File: config.mk
export PLATFORM = sky130hd
export DESIGN_NAME = fetch_queue_unit
export DESIGN_NICKNAME = d
export VERILOG_FILES = /design/src/rtl/fetch_queue_unit.sv
export SDC_FILE = /design/constraint.sdc
export NUM_CORES = 1
export LEC_CHECK = 0
export BUFFER_PORTS_ARGS = -buffer_cell sky130_fd_sc_hd__buf_2
export CORE_MARGIN = 4
export CORE_UTILIZATION = 35
export CTS_CLUSTER_SIZE = 12
export DETAILED_ROUTE_END_ITERATION = 10
export PLACE_DENSITY = 0.64
export SLEW_MARGIN = 20
export SYNTH_ARGS = -nofsm -noshare
export SYNTH_HDL_FRONTEND = slang
export SYNTH_SLANG_ARGS = --single-unit
File: constraint.sdc
create_clock -name clk -period 3 [get_ports clk]
set_input_delay 0.15 -clock clk [delete_from_list [all_inputs] [get_ports clk]]
set_output_delay 0.15 -clock clk [all_outputs]
set_load 0.005 [all_outputs]
File: src/rtl/fetch_queue_unit.sv
// fetch_queue_unit: owns the PC, issues one word per cycle to a 1-cycle imem, queues {instr, pc} for decode
module fetch_queue_unit #(
    parameter int XLEN = 32,
    parameter int DEPTH = 4,
    parameter logic [XLEN-1:0] RESET_PC = '0
) (
    input  logic                     clk,
    input  logic                     reset,
    input  logic                     redirect_valid,
    input  logic [XLEN-1:0]          redirect_pc,
    output logic                     imem_req,
    output logic [XLEN-1:0]          imem_addr,
    input  logic [XLEN-1:0]          imem_rdata,
    input  logic                     ready_out,
    output logic [XLEN-1:0]          instr_out,
    output logic [XLEN-1:0]          pc_out,
    output logic [XLEN-1:0]          pc_4,
    output logic                     valid_out,
    output logic [$clog2(DEPTH):0]   count_out
);
    localparam int AW = $clog2(DEPTH);
    localparam int CW = AW + 1;
    logic [XLEN-1:0] fetch_pc;
    logic [XLEN-1:0] inflight_pc;
    logic            inflight;
    logic [XLEN-1:0] instr_q [DEPTH];
    logic [XLEN-1:0] pc_q [DEPTH];
    logic [AW-1:0]   wr_ptr;
    logic [AW-1:0]   rd_ptr;
    logic [CW-1:0]   count;
    logic            has_head;
    logic            pop;
    // Issue credit counts the in-flight word so a response always finds room; head reads 0 when empty
    always_comb begin
        has_head  = count != '0;
        imem_req  = !reset && !redirect_valid && (count + CW'(inflight) < CW'(DEPTH));
        imem_addr = fetch_pc;
        valid_out = has_head && !redirect_valid;
        pop       = valid_out && ready_out;
        instr_out = has_head ? instr_q[rd_ptr] : '0;
        pc_out    = has_head ? pc_q[rd_ptr] : '0;
        pc_4      = has_head ? pc_q[rd_ptr] + XLEN'(4) : '0;
        count_out = count;
    end
    // PC, in-flight tracking and queue pointers; reset beats redirect, redirect beats handshakes
    always_ff @(posedge clk) begin
        if (reset) begin
            fetch_pc    <= RESET_PC;
            inflight    <= 1'b0;
            inflight_pc <= '0;
            wr_ptr      <= '0;
            rd_ptr      <= '0;
            count       <= '0;
        end else if (redirect_valid) begin
            fetch_pc <= {redirect_pc[XLEN-1:2], 2'b00};
            inflight <= 1'b0;
            wr_ptr   <= '0;
            rd_ptr   <= '0;
            count    <= '0;
        end else begin
            inflight <= imem_req;
            if (imem_req) begin
                fetch_pc    <= fetch_pc + XLEN'(4);
                inflight_pc <= fetch_pc;
            end
            if (inflight) wr_ptr <= wr_ptr + AW'(1);
            if (pop) rd_ptr <= rd_ptr + AW'(1);
            count <= count + CW'(inflight) - CW'(pop);
        end
    end
    // Queue storage needs no reset because occupancy gates every read
    always_ff @(posedge clk) begin
        if (!reset && !redirect_valid && inflight) begin
            instr_q[wr_ptr] <= imem_rdata;
            pc_q[wr_ptr]    <= inflight_pc;
        end
    end
endmodule

* Yosys cells after proc, flatten, opt, wreduce, memory -nomap -nowiden
Memory sizes are Yosys's and may differ from the RTL's. A register that Yosys moved wholly into a read port is not among the register bits. Index checks and enable logic that the tools add are counted.
Cells by class: add/sub/neg operators 6, $lt $le $gt $ge 1, mux-type cells 11, bitwise gates (word level) 1, reduce and logical (&&, ||, !) cells 11
Operators with widths (number):
- 2-to-1 mux 32 bit | 5
- adder 32 x 3 -> 32 bit, second input constant | 2
- 2-to-1 mux 2 bit | 4
- logical AND 1 bit | 5
- adder 2 x 1 -> 2 bit, second input constant | 2
- adder 3 x 1 -> 3 bit | 1
- less-than comparator 3 bit, second input constant | 1
- nonzero test 3 bit | 1
- subtractor 3 x 1 -> 3 bit | 1
- zero test 1 bit | 2
- 2-to-1 mux 1 bit | 2
- AND reduction 2 bit | 1
- nonzero test 2 bit | 1
- OR reduction 2 bit | 1
- NOT 1 bit | 1
Storage, ports and cells: bits in registers 72, RAM bits 256, input port bits 68, output and inout port bits 133, logic and storage cells 39, memories kept 2
Memories:
- instr_q | depth 4, width 32, read ports 1, clocked after memory_dff 1, write ports 1, line 26 | logic [XLEN-1:0] instr_q [DEPTH];
- pc_q | depth 4, width 32, read ports 1, clocked after memory_dff 1, write ports 1, line 27 | logic [XLEN-1:0] pc_q [DEPTH];

* Logic depth before layout (Yosys ltp)
word-level depth 5, mapped depth 9, gate-level depth less buffers 8

* Worst setup path after synthesis
No wires, ideal clock.
kind register to output, start reg with a tool-made name, end out pc_4[26], arrival 2441 ps, data required time 2850 ps, slack 409 ps, cell stages (with the launch flop) 8, buffers on the path 1, path through dfxtp_1 -> buf_6 -> mux4_1 -> ha_1 -> nand4_2 -> or4_4 -> or4_1 -> a21oi_1
RTL lines:
- to (decl) | line 17 | output logic [XLEN-1:0] pc_4,

==> flow_metrics.env <==
export IMPL_yosys_area_share_simple=0.1334
export IMPL_grt_pass1_vias=9077
export IMPL_timing_hold_ws_ns=0.03119
export IMPL_rr_startpoint="inflight"
export IMPL_postRouteAntennaNets=0
export IMPL_end_kind="output port"
export IMPL_routed_wl_mm=34.57
export IMPL_holdPathEnd="imem_addr[3]"
export IMPL_cts_tree="done"
export IMPL_whs_path_depth=2
export IMPL_async_flop_share=0
export IMPL_clock_latency_ns=0.51
export IMPL_grt_pass1_wl_mm=51.94
export IMPL_synth_xor_area_frac=0.02083
export IMPL_post_route_period_util=1.043
export IMPL_internal_power_uw=7350
export IMPL_cap_viol_max_count=0
export IMPL_most_common_layout_cells="248 x edfxtp_1, 191 x buf_2, 96 x nand2_1"
export IMPL_clk_path_buf_depth=3
export IMPL_min_period_ns=3.129
export IMPL_netlist_area_um2=13460
export IMPL_coreArea_um2=37760
export IMPL_fmax_mhz=319.6
export IMPL_critPathArrivalTime_ns=2.98
export IMPL_place_hpwl_mm=21.99
export IMPL_ff_latch_area_um2=8853
export IMPL_hold_path_class="in -> reg"
export IMPL_slowest_delay_ns=0.56
export IMPL_cp_cell_sequence="buf_6 -> mux4_2 -> nand4_4 -> or4_4 -> or4_1 -> a21oi_1 -> buf_2"
export IMPL_violations="setup timing"
export IMPL_ys_flop_type="edfxtp_1"
export IMPL_path_max_fanout=7
export IMPL_p_clk_frac=0.424
export IMPL_synth_top_family_by_area="simple AND/OR/NAND/NOR gates"
export IMPL_worstHoldStart="reset"
export IMPL_via_count=9069
export IMPL_clkSinkCount=318
export IMPL_met2_usage=0.2548
export IMPL_cp_slowest_cell="or4_4"
export IMPL_tightestPinTransition_ns=1.012
export IMPL_finalPower_uw=9291
export IMPL_wl_per_cell_um=19.38
export IMPL_multi_input_area_um2=4382
export IMPL_synth_mux_area_fraction=0.1119
export IMPL_setup_viol=7
export IMPL_slew_viol_final=0
export IMPL_io_pin_count=201
export IMPL_rrSetupSlack_ns=0.62
export IMPL_reg2regPathDepth=8
export IMPL_yosysUniqueCellTypes=55
export IMPL_design_die_area_um2=41650
export IMPL_layout_nets=1327
export IMPL_cts_inserted_buffers=35
export IMPL_rsz0062_at_grt="yes"
export IMPL_die_w_um=204.1
export IMPL_setup_ws_ns=-0.1289
export IMPL_vdd_drop_max_mv=0.3721
export IMPL_synth_top_area_frac=0.5534
export IMPL_p_leak_uw=0.006351
export IMPL_synth_seq_area_share=0.6576
export IMPL_grt_max_degree=94
export IMPL_nFillCells=3334
export IMPL_via_per_inst=5.084
export IMPL_ys_ff_latch=318
export IMPL_yosys_top_cells_area="edfxtp_1 55%, dfxtp_1 10%, mux4_2 8.4%"
export IMPL_swShare=0.2090
export IMPL_layout_drive_gt1_share=0.3229
export IMPL_slew_headroom=0.3247
export IMPL_ys_warnings_count=0
export IMPL_synth_edf_count=248
export IMPL_grt_busiest_layer="met2"
export IMPL_startpoint_type="register"
export IMPL_synth_avg_cell_area_um2=14.44
export IMPL_required_ns=2.85
export IMPL_power_frac_comb=0.050
export IMPL_reg2reg_to="imem_addr[27]"
export IMPL_start_util=0.3564
export IMPL_p_seq_frac=0.525
export IMPL_n_antenna_cell=0
export IMPL_path_clk_slew_ns=0.06
export IMPL_final_common_cell="edfxtp_1"
export IMPL_synthAdderAreaFrac=0.009298
export IMPL_antenna_found_initial=0
export IMPL_power_density_nw_per_um2=538.0
export IMPL_met3_usage=0.03539
export IMPL_status="finished with violations"
export IMPL_drtPass1Iterations=6
export IMPL_p_switching_uw=1942
export IMPL_hold_viol_final=0
export IMPL_synth_compound_area_frac=0.04007
export IMPL_fin_skew_ns=0.01726
export IMPL_htree_levels=2
export IMPL_drtIter0Drc=510
export IMPL_drc=0
export IMPL_area_growth_pct=28.33
export IMPL_rows=71
export IMPL_gp_congestion=0.8371
export IMPL_dieHeight_um=204.1
export IMPL_crit_type="reg -> out"
export IMPL_grt_util_met1=0.2239
export IMPL_synthCells=932
export IMPL_global_route_overflow_total=0
export IMPL_synth_area_leader_cell="edfxtp_1"
export IMPL_clock_root_buffer="clkbuf_16"
export IMPL_portBuffers=192
export IMPL_grt_usage=0.1591
[per-stage QoR]
| stage | setup TNS (ns) | cells | worst slack, ns | util | instance area [µm²] |
|---|---|---|---|---|---|
| after floorplan | 0 | 937 | 0.4093 | - | 13480 |
| after global placement | 0 | 1626 | 0.09817 | 0.4022 | 15190 |
| after detailed placement | 0 | 1626 | 0.1038 | 0.4022 | 15190 |
| after CTS | -1.004 | 1769 | -0.1666 | 0.4528 | 17100 |
| after global routing | -1.458 | 1784 | -0.2198 | 0.4574 | 17270 |
| final | -0.6585 | 1784 | -0.1289 | 0.4574 | 17270 |
[state kept, by name, summed over array words and instances, names as in the netlist, named ones only]
signal / flops
imem_addr: 30
rd_ptr: 2
count_out: 3
wr_ptr: 2
inflight_pc: 30
inflight: 1
pc_q: 120
instr_q: 128
[power by group through the flow]
stage                     Sequential [µW]  Combinational, µW  Clock [µW]
after floorplan                      4950                204           0
after global placement               4970                383           0
after detailed placement             4970                390           0
after CTS                            4880                464        4040
after global routing                 4890                514        4240
final                                4880                468        3940
[cells by family after synthesis]
| family | count (synthesis) |
|---|---|
| flip-flops | 318 |
| AND/OR/NAND/NOR | 342 |
| multiplexers | 68 |
| adder cells (fa/ha/maj) | 10 |
| AO/OA/AOI/OAI | 88 |
| buffers and inverters | 73 |
| other | 1 |
| XOR/XNOR | 32 |
[area by class of cell]
class	instances	area share
Sequential cell	318	0.5127
Multi-Input combinational cell	547	0.2537
Timing Repair Buffer	330	0.1327
Clock buffer	49	0.05376
Tap cell	511	0.03702
Clock inverter	12	0.006448
Inverter	17	0.003695
[per-layer routing]
| layer | vias up | wire length [µm] |
|---|---|---|
| met1 | 4468 | 15220 |
| li1 | 4181 | - |
| met2 | 376 | 15760 |
| met4 | 0 | 596 |
| met5 | - | 0 |
| met3 | 44 | 2994 |
[worst max-delay path: cells and delay by family (launching register included)]
family,cells,cell delay (ns)
DFF,1,0.39
AOI/OAI and AO/OA,1,0.13
and+or+nand+nor,3,1.23
muxes,1,0.42
buffers and inverters,2,0.31
[how the worst max path moves through the flow]
stage,end,startpoint
2_1_floorplan,pc_4[26],register
3_3_place_gp,pc_4[23],register
4_1_cts,pc_4[23],register
6_report,pc_4[29],register
5_1_grt,pc_4[26],register
3_5_place_dp,pc_4[23],register
[synth_stat cells, types with 3 or more instances]
library cell / number
a211oi_1: 6
a21oi_1: 34
a31oi_1: 10
and2_1: 5
and3_1: 11
and4_1: 7
buf_1: 9
buf_2: 6
buf_4: 8
clkbuf_1: 29
dfxtp_1: 70
edfxtp_1: 248
ha_1: 10
inv_1: 17
mux2i_1: 3
mux4_1: 12
mux4_2: 50
nand2_1: 97
nand3_1: 47
nand4_1: 16
nand4b_1: 4
nor2_1: 47
nor2b_1: 58
nor3_1: 10
nor4_1: 10
o21ai_0: 16
o311ai_0: 7
o31ai_1: 7
or3_1: 7
or4_1: 10
xnor2_1: 22
xor2_1: 10
[timing repair]
item / 4_1_cts / 5_1_grt
gates cloned: 1 / 0
endpoints found under the hold margin: 158 / 0
hold buffers: 62 / 0
endpoints found under the setup margin: 43 / 14
pin swaps: 12 / 9
setup buffers: 19 / 15
gates resized for setup: 38 / 23
Power figures use the tool's default switching activity.
